## config.mk

```make
export PLATFORM = sky130hd
export DESIGN_NAME = spi_config_master_flat
export DESIGN_NICKNAME = d
export VERILOG_FILES = /design/src/rtl/spi_config_pkg.sv /design/src/rtl/spi_config_master_if.sv /design/src/rtl/spi_config_master_sck_timer.sv /design/src/rtl/spi_config_master.sv /design/src/flat_wrapper.sv
export SDC_FILE = /design/constraint.sdc
export NUM_CORES = 1
export LEC_CHECK = 0
export CAP_MARGIN = 0
export CORE_MARGIN = 2
export CORE_UTILIZATION = 50
export DETAILED_ROUTE_END_ITERATION = 8
export PLACE_DENSITY = 0.72
export SETUP_SLACK_MARGIN = 0.3
export SYNTH_ARGS = -nofsm -noshare
export SYNTH_HDL_FRONTEND = slang
export SYNTH_SLANG_ARGS = --single-unit
```

## constraint.sdc

```tcl
create_clock -name spi_clk -period 14.2 [get_ports spi_clk]
set_input_delay 4.26 -clock spi_clk [delete_from_list [all_inputs] [get_ports spi_clk]]
set_output_delay 4.26 -clock spi_clk [all_outputs]
set_load 0.01 [all_outputs]
```

## src/rtl/spi_config_pkg.sv

```systemverilog
// Shared definitions for the FM transmitter SPI configuration link: vector
// width, field map, reset defaults and the master FSM state type. Both the
// master and the slave import this package so they agree on the bit layout.
package spi_config_pkg;

  // Total configuration vector width.
  localparam int DW = 36;

  // Field positions (LSB index) and widths inside the configuration vector.
  localparam int ACC_INC_POS      = 0;
  localparam int ACC_INC_W        = 18;
  localparam int DF_INC_COEF_POS  = 18;
  localparam int DF_INC_COEF_W    = 4;
  localparam int DF_INC_FACT_POS  = 22;
  localparam int DF_INC_FACT_W    = 2;
  localparam int DAC_ENA_POS      = 24;
  localparam int DAC_ENA_W        = 5;
  localparam int DITH_FACT_POS    = 29;
  localparam int DITH_FACT_W      = 3;
  localparam int TX_ENA_POS       = 32;
  localparam int PILOT_ENA_POS    = 33;
  localparam int MUTE_POS         = 34;
  localparam int SPI_OVERRIDE_POS = 35;

  // Slave register contents after its reset.
  localparam logic [17:0] ACC_INC_DEF      = 18'h0CCCD;
  localparam logic [3:0]  DF_INC_COEF_DEF  = 4'hC;
  localparam logic [1:0]  DF_INC_FACT_DEF  = 2'h0;
  localparam logic [4:0]  DAC_ENA_DEF      = 5'h1F;
  localparam logic [2:0]  DITH_FACT_DEF    = 3'h2;
  localparam logic        TX_ENA_DEF       = 1'b0;
  localparam logic        PILOT_ENA_DEF    = 1'b0;
  localparam logic        MUTE_DEF         = 1'b0;
  localparam logic        SPI_OVERRIDE_DEF = 1'b0;

  // Decoded view of the configuration vector.
  typedef struct packed {
    logic        spi_override;
    logic        mute;
    logic        pilot_ena;
    logic        tx_ena;
    logic [2:0]  dith_fact;
    logic [4:0]  dac_ena;
    logic [1:0]  df_inc_fact;
    logic [3:0]  df_inc_coef;
    logic [17:0] acc_inc;
  } spi_config_t;

  // Master FSM states.
  typedef enum logic [2:0] {
    IDLE  = 3'd0,
    LEAD  = 3'd1,
    HIGH  = 3'd2,
    LOW   = 3'd3,
    TRAIL = 3'd4
  } spi_state_e;

  // Build a raw vector from decoded fields using the position constants.
  function automatic logic [DW-1:0] pack_config(input spi_config_t cfg);
    logic [DW-1:0] v;
    v = '0;
    v[ACC_INC_POS     +: ACC_INC_W]     = cfg.acc_inc;
    v[DF_INC_COEF_POS +: DF_INC_COEF_W] = cfg.df_inc_coef;
    v[DF_INC_FACT_POS +: DF_INC_FACT_W] = cfg.df_inc_fact;
    v[DAC_ENA_POS     +: DAC_ENA_W]     = cfg.dac_ena;
    v[DITH_FACT_POS   +: DITH_FACT_W]   = cfg.dith_fact;
    v[TX_ENA_POS]                       = cfg.tx_ena;
    v[PILOT_ENA_POS]                    = cfg.pilot_ena;
    v[MUTE_POS]                         = cfg.mute;
    v[SPI_OVERRIDE_POS]                 = cfg.spi_override;
    return v;
  endfunction

  // Split a raw vector into decoded fields using the position constants.
  function automatic spi_config_t unpack_config(input logic [DW-1:0] v);
    spi_config_t cfg;
    cfg.acc_inc      = v[ACC_INC_POS     +: ACC_INC_W];
    cfg.df_inc_coef  = v[DF_INC_COEF_POS +: DF_INC_COEF_W];
    cfg.df_inc_fact  = v[DF_INC_FACT_POS +: DF_INC_FACT_W];
    cfg.dac_ena      = v[DAC_ENA_POS     +: DAC_ENA_W];
    cfg.dith_fact    = v[DITH_FACT_POS   +: DITH_FACT_W];
    cfg.tx_ena       = v[TX_ENA_POS];
    cfg.pilot_ena    = v[PILOT_ENA_POS];
    cfg.mute         = v[MUTE_POS];
    cfg.spi_override = v[SPI_OVERRIDE_POS];
    return cfg;
  endfunction

  // Raw reset-default vector of the slave.
  function automatic logic [DW-1:0] default_config();
    spi_config_t cfg;
    cfg.acc_inc      = ACC_INC_DEF;
    cfg.df_inc_coef  = DF_INC_COEF_DEF;
    cfg.df_inc_fact  = DF_INC_FACT_DEF;
    cfg.dac_ena      = DAC_ENA_DEF;
    cfg.dith_fact    = DITH_FACT_DEF;
    cfg.tx_ena       = TX_ENA_DEF;
    cfg.pilot_ena    = PILOT_ENA_DEF;
    cfg.mute         = MUTE_DEF;
    cfg.spi_override = SPI_OVERRIDE_DEF;
    return pack_config(cfg);
  endfunction

endpackage

```

## src/rtl/spi_config_master_if.sv

```systemverilog
// Request/response handshake and SPI pins of the configuration master,
// bundled so the controller side and the pin side connect as one port.
interface spi_config_master_if #(
  parameter int DW = spi_config_pkg::DW
);

  logic          start;
  logic [DW-1:0] wr_data;
  logic          busy;
  logic          done;
  logic [DW-1:0] rd_data;
  logic          spi_sck;
  logic          spi_csn;
  logic          spi_mosi;
  logic          spi_miso;

  modport master (
    input  start, wr_data, spi_miso,
    output busy, done, rd_data, spi_sck, spi_csn, spi_mosi
  );

  modport slave (
    output start, wr_data, spi_miso,
    input  busy, done, rd_data, spi_sck, spi_csn, spi_mosi
  );

endinterface

```

## src/rtl/spi_config_master_sck_timer.sv

```systemverilog
// Phase timer for the SPI master: while a frame runs it counts CLK_DIV
// spi_clk cycles per FSM phase and flags the last cycle of each phase.
module spi_sck_timer #(
  parameter int CLK_DIV = 2
) (
  input  logic spi_clk,
  input  logic rst,
  input  logic run,
  output logic phase_end
);

  localparam int            CW   = (CLK_DIV > 1) ? $clog2(CLK_DIV) : 1;
  localparam logic [CW-1:0] LAST = CW'(CLK_DIV - 1);

  logic [CW-1:0] count;

  // Free-running modulo-CLK_DIV count while a frame is active, held at zero otherwise.
  always_ff @(posedge spi_clk or posedge rst) begin
    if (rst) begin
      count <= '0;
    end else if (!run) begin
      count <= '0;
    end else if (count == LAST) begin
      count <= '0;
    end else begin
      count <= count + CW'(1);
    end
  end

  assign phase_end = run && (count == LAST);

endmodule

```

## src/rtl/spi_config_master.sv

```systemverilog
// SPI initiator that writes a full configuration vector into the FM
// transmitter and captures the previous register contents from MISO.
// Frame: CSn low, DW SCK periods MSB first, CSn high; SCK idles low.
module spi_config_master #(
  parameter int DW      = spi_config_pkg::DW,
  parameter int CLK_DIV = 2
) (
  input  logic                 spi_clk,
  input  logic                 rst,
  spi_config_master_if.master  bus
);

  import spi_config_pkg::*;

  localparam int            BW       = $clog2(DW + 1);
  localparam logic [BW-1:0] LAST_BIT = BW'(DW);

  spi_state_e    state;
  logic [DW-1:0] tx_sr;
  logic [DW-1:0] rx_sr;
  logic [BW-1:0] bit_cnt;
  logic          run;
  logic          phase_end;

  assign run = (state != IDLE);

  spi_sck_timer #(
    .CLK_DIV (CLK_DIV)
  ) u_timer (
    .spi_clk   (spi_clk),
    .rst       (rst),
    .run       (run),
    .phase_end (phase_end)
  );

  // Frame sequencer: steps IDLE/LEAD/HIGH/LOW/TRAIL and drives every output from a register.
  always_ff @(posedge spi_clk or posedge rst) begin
    if (rst) begin
      state        <= IDLE;
      tx_sr        <= '0;
      rx_sr        <= '0;
      bit_cnt      <= '0;
      bus.busy     <= 1'b0;
      bus.done     <= 1'b0;
      bus.rd_data  <= '0;
      bus.spi_sck  <= 1'b0;
      bus.spi_csn  <= 1'b1;
      bus.spi_mosi <= 1'b0;
    end else begin
      bus.done <= 1'b0;
      case (state)
        IDLE: begin
          if (bus.start) begin
            // MSB goes straight onto MOSI; the rest waits in tx_sr.
            tx_sr        <= bus.wr_data << 1;
            rx_sr        <= '0;
            bit_cnt      <= '0;
            bus.busy     <= 1'b1;
            bus.spi_csn  <= 1'b0;
            bus.spi_sck  <= 1'b0;
            bus.spi_mosi <= bus.wr_data[DW-1];
            state        <= LEAD;
          end
        end
        LEAD: begin
          if (phase_end) begin
            bus.spi_sck <= 1'b1;
            bit_cnt     <= BW'(1);
            state       <= HIGH;
          end
        end
        HIGH: begin
          if (phase_end) begin
            // Falling edge: present the next bit (zero after the last one).
            bus.spi_sck  <= 1'b0;
            bus.spi_mosi <= tx_sr[DW-1];
            tx_sr        <= tx_sr << 1;
            state        <= LOW;
          end
        end
        LOW: begin
          if (phase_end) begin
            // Slave drives MISO one falling edge late, so this is its bit DW-k.
            rx_sr <= {rx_sr[DW-2:0], bus.spi_miso};
            if (bit_cnt == LAST_BIT) begin
              bus.spi_csn  <= 1'b1;
              bus.spi_mosi <= 1'b0;
              state        <= TRAIL;
            end else begin
              bus.spi_sck <= 1'b1;
              bit_cnt     <= bit_cnt + BW'(1);
              state       <= HIGH;
            end
          end
        end
        TRAIL: begin
          if (phase_end) begin
            bus.busy    <= 1'b0;
            bus.done    <= 1'b1;
            bus.rd_data <= rx_sr;
            state       <= IDLE;
          end
        end
        default: begin
          bus.busy     <= 1'b0;
          bus.spi_sck  <= 1'b0;
          bus.spi_csn  <= 1'b1;
          bus.spi_mosi <= 1'b0;
          state        <= IDLE;
        end
      endcase
    end
  end

endmodule

```

## src/flat_wrapper.sv

```systemverilog
// flat-port wrapper written by rule: the top's interface ports become plain ports
module spi_config_master_flat import spi_config_pkg::*;
#(
  parameter int DW      = spi_config_pkg::DW,
  parameter int CLK_DIV = 2
)
  (spi_clk, rst, bus_start, bus_wr_data, bus_spi_miso, bus_busy, bus_done, bus_rd_data, bus_spi_sck, bus_spi_csn, bus_spi_mosi);
  spi_config_master_if #(.DW(DW)) bus_i ();
  input  logic spi_clk;
  input  logic rst;
  input wire logic [$bits(bus_i.start)-1:0] bus_start;
  input wire logic [$bits(bus_i.wr_data)-1:0] bus_wr_data;
  input wire logic [$bits(bus_i.spi_miso)-1:0] bus_spi_miso;
  output wire logic [$bits(bus_i.busy)-1:0] bus_busy;
  output wire logic [$bits(bus_i.done)-1:0] bus_done;
  output wire logic [$bits(bus_i.rd_data)-1:0] bus_rd_data;
  output wire logic [$bits(bus_i.spi_sck)-1:0] bus_spi_sck;
  output wire logic [$bits(bus_i.spi_csn)-1:0] bus_spi_csn;
  output wire logic [$bits(bus_i.spi_mosi)-1:0] bus_spi_mosi;
  assign bus_i.start = bus_start;
  assign bus_i.wr_data = bus_wr_data;
  assign bus_i.spi_miso = bus_spi_miso;
  assign bus_busy = bus_i.busy;
  assign bus_done = bus_i.done;
  assign bus_rd_data = bus_i.rd_data;
  assign bus_spi_sck = bus_i.spi_sck;
  assign bus_spi_csn = bus_i.spi_csn;
  assign bus_spi_mosi = bus_i.spi_mosi;
  spi_config_master #(.DW(DW), .CLK_DIV(CLK_DIV)) u_core (.spi_clk(spi_clk), .rst(rst), .bus(bus_i));
endmodule
```

==> out/results.txt, run 1 <==
Rel. slew slack: 0.280
Largest cells by area after synthesis: dfrtp_1 58%, mux2_2 7.8%, mux2i_1 6.9%
Gr usage total: 0.191
Deepest clock path buffer count: 2
Finished Core Util: 0.644
Die height: 106 um
Yosys top cell area share: 0.580
R2R Path End: u_core.bus.rd_data[1]
Pwr Density: 185 mW/mm^2
Routed WL per cell: 15.7 um
Leading area contributor after synthesis: dfrtp_1
Post-Synthesis Cell Area: 0.00522 mm^2
Vias per std cell: 5.38
Family with the most delay on the worst path: flip-flops
Hold buffers post-CTS: 0
Hold Crit Start: u_core.tx_sr[3]
WP data required: 9.94 ns
Synth async-reset ratio: 1.00
Slew Viols, Final: 0
# DRC: 0
Crit path cell chain: clkdlybuf4s50_1
GR Overflow Total: 0
Starting density of the core: 0.510
Mux contribution to synthesized area: 0.152
Sequential cell area fraction in the yosys report: 0.585
PortBufs: 80
Nets: 519
Final WL: 9800 um
Worst r2r src: u_core.state[2]
ANT nets after route: 0
Maximum net fanout on the critical path: 3
Most used DFF post-synth: dfrtp_1
Final Hold Slack: 0.481 ns
Kind of critical path: register to primary output
DR vias: 3,365
Post-Synth Simple-Gate Area: 0.0796
Root Buffer Master: clkbuf_8
Yosys reg bits: 122
Xor and xnor area share after synthesis: 0
CTS resizes: 0
CTS buffer count: 17
Post-placement cell count: 594
Pin count of the biggest net entering global routing: 70
Hold Vio Cnt, Final: 0
Minimum clock period: 5.83 ns
Vias in the first global route: 3,417
Clock Latency Late Sink: 0.52 ns
Post-Syn Instances: 403
Synth Area in Compound Gates: 0.130
Placed wire-length estimate: 5910 um
Die area: 0.0113 mm^2
Clk_skew: 0.0102 ns
Crit path arrival time: 1.57 ns
Crit share post-route: 0.411
Placer Congestion: 0.787
Most frequent cells in the layout: 121 x dfrtp_1, 80 x clkdlybuf4s50_1, 40 x nand2_1
Status: finished, final reports clean
Number of synthesized flops with an enable pin: 0
WP depth: 1
IO Pins: 81
Sinks on Clock Net: 122
Critical path launch point type: register
Reg2reg setup slack: 11.79 ns
Die W: 106 um
Global-route wire length before repair: 16,600 um
Count of cell types in the netlist: 49
Static leakage: 3.06 nW
Antenna violations before repair: 0
Clock Pin Slew Worst Setup and Hold Paths: 0.05 ns
Post-CTS setup buffers: 0
Max_cap viols: 0
F_max: 171 MHz
Largest stage delay, worst path: 0.54 ns
Final setup TNS: 0 ns
Most common cell after layout, fill and taps aside: dfrtp_1
WHS Endpoint: u_core.tx_sr[3]
Area delta synth->final: 26.2%
Layout cells sized above 1: 0.165
Worst Hold Class: register to register
Post-Layout Cell Count: 626
Syn_nets: 445
RSZ-0062 raised after global routing: false
Reg2Reg Depth: 3
Pre-Repair DR Iteration Count: 4
CORE AREA: 0.0102 mm^2
CP Buf/Inv Count: 1
Mean Syn Cell Area: 13.0 um^2
Std-Cell Rows: 37
H-Tree Depth: 4
Synth warn: 0
Final setup violation count: 0
Worst hold stages: 2
Worst path slowest cell: dfstp_2
Iteration-0 DRC Markers: 161
Diode count: 0
Peak VDD IR: 0.000109 V
Setup crit end kind: primary output
Adder-Cell Fraction of Synth Area: 0.00479
Slew @ Worst Pin: 1.08 ns
CTS tree: done
Main combinational cell family by area after synthesis: multiplexers
-- area by class of cell --
class,count,area (um^2)
repair buffers,83,823
multi-input cells,246,1920
clock buffers,25,454
flip-flops and latches,122,3050
inverters,7,28.8
fillers,783,3640
clock inverters,7,139
well taps,136,170
-- per-layer routing --
| metal | GRT usage | routed length [um] |
|---|---|---|
| met5 | 0 | 0 |
| met4 | 0.0639 | 111 |
| met3 | 0.0736 | 584 |
| met2 | 0.273 | 4400 |
| met1 | 0.268 | 4710 |
-- state kept, by name, summed over array words and instances (netlist names) --
register / count
u_core.bus.spi_csn: 1
u_core.u_timer.count: 1
u_core.bus.done: 1
u_core.bit_cnt: 6
u_core.bus.spi_sck: 1
u_core.bus.rd_data: 36
u_core.rx_sr: 36
u_core.bus.busy: 1
u_core.tx_sr: 35
u_core.bus.spi_mosi: 1
u_core.state: 3
-- synthesized netlist by cell type (2+ instances only) --
master and count:
a21oi_1 7, nand2_1 40, mux2_2 36, a31oi_1 3
and3_1 2, o21ai_0 5, o21ai_1 31, nand3_1 6
buf_6 6, buf_12 3, o22ai_1 3, inv_1 6
nand4_1 2, buf_4 6, nor2_4 3, clkbuf_1 6
nor3_1 2, dfrtp_1 121, nor2_1 4, a21o_1 2
mux2i_1 36, buf_2 7, ha_1 2, a22o_1 37
a211o_1 3
-- how the worst max path moves through the flow --
stage / slack, ns / to / from
after floorplan: 6.70 / u_core.bit_cnt[0] / rst
after global placement: 8.11 / u_core.tx_sr[1] / rst
after detailed placement: 8.07 / u_core.tx_sr[9] / rst
after CTS: 8.33 / bus_spi_csn / u_core.bus.spi_csn
after global routing: 8.31 / bus_spi_csn / u_core.bus.spi_csn
final: 8.37 / bus_spi_csn / u_core.bus.spi_csn
-- report_power, final --
group	switching (W)	internal [W]
combinational	0.000172	0.000133
sequential	0.0000586	0.000419
clock	0.000143	0.000290
-- kinds of logic (layout without fill, tap and decap cells) --
family,after synthesis,count (layout)
AOI/OAI and AO/OA,97,97
adders and majority gates,2,2
buffers and inverters,35,122
DFF,122,122
muxes,74,74
and+or+nand+nor,73,73
-- through the flow --
| step | instance area (um^2) | power [W] | setup WS, ns |
|---|---|---|---|
| global route | 6590 | 0.00129 | 8.31 |
| global placement | 5990 | 0.000779 | 8.11 |
| CTS | 6590 | 0.00123 | 8.33 |
| finish | 6590 | 0.00122 | 8.37 |
| floorplan | 5220 | 0.000750 | 6.70 |
| detailed placement | 5990 | 0.000791 | 8.07 |
No activity file was read; power rests on OpenSTA's default activity.
==> run 2: changes to the inputs <==
- CORE_UTILIZATION: 50 -> 48
- clock period: 14.2 -> 5 ns (I/O delays scaled with it)
==> run 2 against run 1 <==
Effect of this change:
- utilization fell by 2.6 points
- sequential share of layout area shrank 0.35 points
- clock power increased to 2.9 times the previous value
- via count down 1.0%
- final cell count up 0.80%
- critical path depth did not move
==> out/results.txt, run 2 (synthesis results as in run 1) <==
Static leakage: 3.08 nW (+0.48%)
Peak VDD IR: 0.000300 V (+170%)
Kind of critical path: register to primary output
RSZ-0062 raised after global routing: false
Worst r2r src: u_core.state[2]
Starting density of the core: 0.486 (-0.0244)
Pin count of the biggest net entering global routing: 73 (+4.3%)
Hold buffers post-CTS: 0 (unchanged)
Placement Setup Slack: 1.67 ns (-6.39 ns)
DR vias: 3,331 (-1.0%)
Final setup violation count: 0 (unchanged)
H-Tree Depth: 4 (unchanged)
Post-Layout Cell Count: 631 (+0.80%)
Final Worst Setup Slack: 1.94 ns (-6.43 ns)
Die height: 108 um (+2.0%)
Largest stage delay, worst path: 0.54 ns (about the same)
Rel. slew slack: 0.296 (+0.0164)
Overall Power: 0.00349 W (+190%)
Clk_skew: 0.00735 ns (-0.00280 ns)
# DRC: 0 (unchanged)
Routed WL per cell: 15.4 um (-1.7%)
CTS resizes: 0 (unchanged)
Hold Vio Cnt, Final: 0 (unchanged)
Die W: 108 um (+2.0%)
Nets: 520 (+0.19%)
Clock Pin Slew Worst Setup and Hold Paths: 0.06 ns (about the same)
Most common cell after layout, fill and taps aside: dfrtp_1
Placement-stage cell area: 0.00602 mm^2 (+0.44%)
CP Buf/Inv Count: 1 (unchanged)
Final WL: 9720 um (-0.90%)
Clock Latency Late Sink: 0.50 ns (-0.02 ns)
Global-route wire length before repair: 16,400 um (-1.2%)
Post-CTS setup buffers: 0 (unchanged)
Die area: 0.0117 mm^2 (+4.0%)
F_max: 327 MHz
Hold Crit Start: u_core.tx_sr[6]
Status: finished, final reports clean
Crit share post-route: 0.612
Maximum net fanout on the critical path: 3 (unchanged)
Deepest clock path buffer count: 2 (unchanged)
Sinks on Clock Net: 122 (unchanged)
Critical path launch point type: register
Slew Viols, Final: 0 (unchanged)
Max_cap viols: 0 (unchanged)
Slew @ Worst Pin: 1.05 ns (-0.0246 ns)
Diode count: 0 (unchanged)
Largest regs: u_core.bus.rd_data (36), u_core.rx_sr (36), u_core.tx_sr (35)
WP data required: 3.50 ns (-6.44 ns)
Antenna violations before repair: 0 (unchanged)
CTS tree: done
Worst path slowest cell: dfstp_2
Post-route cell area: 0.00664 mm^2 (+0.76%)
Layout cells sized above 1: 0.177 (+0.0119)
Iteration-0 DRC Markers: 214 (+33%)
Family with the most delay on the worst path: flip-flops
Crit path from: u_core.bus.spi_csn
Crit path cell chain: clkdlybuf4s50_1
GR Overflow Total: 0 (unchanged)
Gr usage total: 0.179 (-0.0117)
Pre-Repair DR Iteration Count: 4 (unchanged)
Worst Hold Class: register to register
Std-Cell Rows: 38 (+2.7%)
Most frequent cells in the layout: 121 x dfrtp_1, 80 x clkdlybuf4s50_1, 40 x nand2_1
IO Pins: 81 (unchanged)
ANT nets after route: 0 (unchanged)
Root Buffer Master: clkbuf_8
Placed wire-length estimate: 5940 um (+0.56%)
Pwr Density: 526 mW/mm^2 (+180%)
Area delta synth->final: 27.1%
Final setup TNS: 0 ns (unchanged)
Vias per std cell: 5.28 (-1.8%)
Post-placement cell count: 599 (+0.84%)
PortBufs: 80 (unchanged)
Setup crit end kind: primary output
CORE AREA: 0.0107 mm^2 (+5.0%)
Minimum clock period: 3.06 ns
Crit path arrival time: 1.56 ns (about the same)
CTS buffer count: 17 (unchanged)
Placer Congestion: 0.775 (-1.5%)
Vias in the first global route: 3,413 (-0.12%)
-- run 2: worst reg2reg max path, delay by kind of cell (launching register included) --
| kind | cells | cell delay [ns] |
|---|---|---|
| and+or+nand+nor | 2 | 1.06 |
| DFF | 1 | 0.75 |
| muxes | 1 | 0.45 |
-- run 2: routing by layer --
layer / up-vias / GRT usage / wire (um) / part of all wire
li1: 1602 / - / - / -
met1: 1643 / 0.247 / 4640 / 0.48
met2: 79 / 0.274 / 4420 / 0.45
met3: 7 / 0.0494 / 564 / 0.058
met4: 0 / 0.0632 / 93 / 0.0096
met5: - / 0 / 0 / 0
-- run 2: report_power, final --
part / total, W / internal (W) / switching [W]
Clock: 0.00126 / 0.000835 / 0.000426
Sequential: 0.00136 / 0.00119 / 0.000166
Combinational: 0.000872 / 0.000380 / 0.000492
Total: 0.00349 / 0.00240 / 0.00108
-- run 2: final cells by class --
type / instances / area, um^2
clock buffer: 21 / 449
clock inverter: 11 / 168
fill: 889 / 4110
inverter: 7 / 30.0
multi-input combinational: 246 / 1920
sequential: 122 / 3050
tap: 140 / 175
timing repair buffer: 84 / 843
-- run 2: final timing paths --
path | end | slack, ns | depth (start not counted)
worst max register to register | u_core.bus.rd_data[9] | 2.63 | 3
min in group asynchronous | u_core.tx_sr[22] | 1.48 | 3
worst max-delay path | bus_spi_csn | 1.94 | 1
worst min register to register | u_core.tx_sr[6] | 0.48 | 2
worst min-delay path | u_core.tx_sr[6] | 0.48 | 2
max in group asynchronous | u_core.rx_sr[12] | 2.97 | 3
-- run 2: metrics by stage --
stage           util  hold WS, ns
2_1_floorplan      -        0.450
4_1_cts        0.618        0.488
5_1_grt        0.618        0.516
3_5_place_dp   0.560        0.475
3_3_place_gp   0.560        0.463
6_report       0.618        0.483
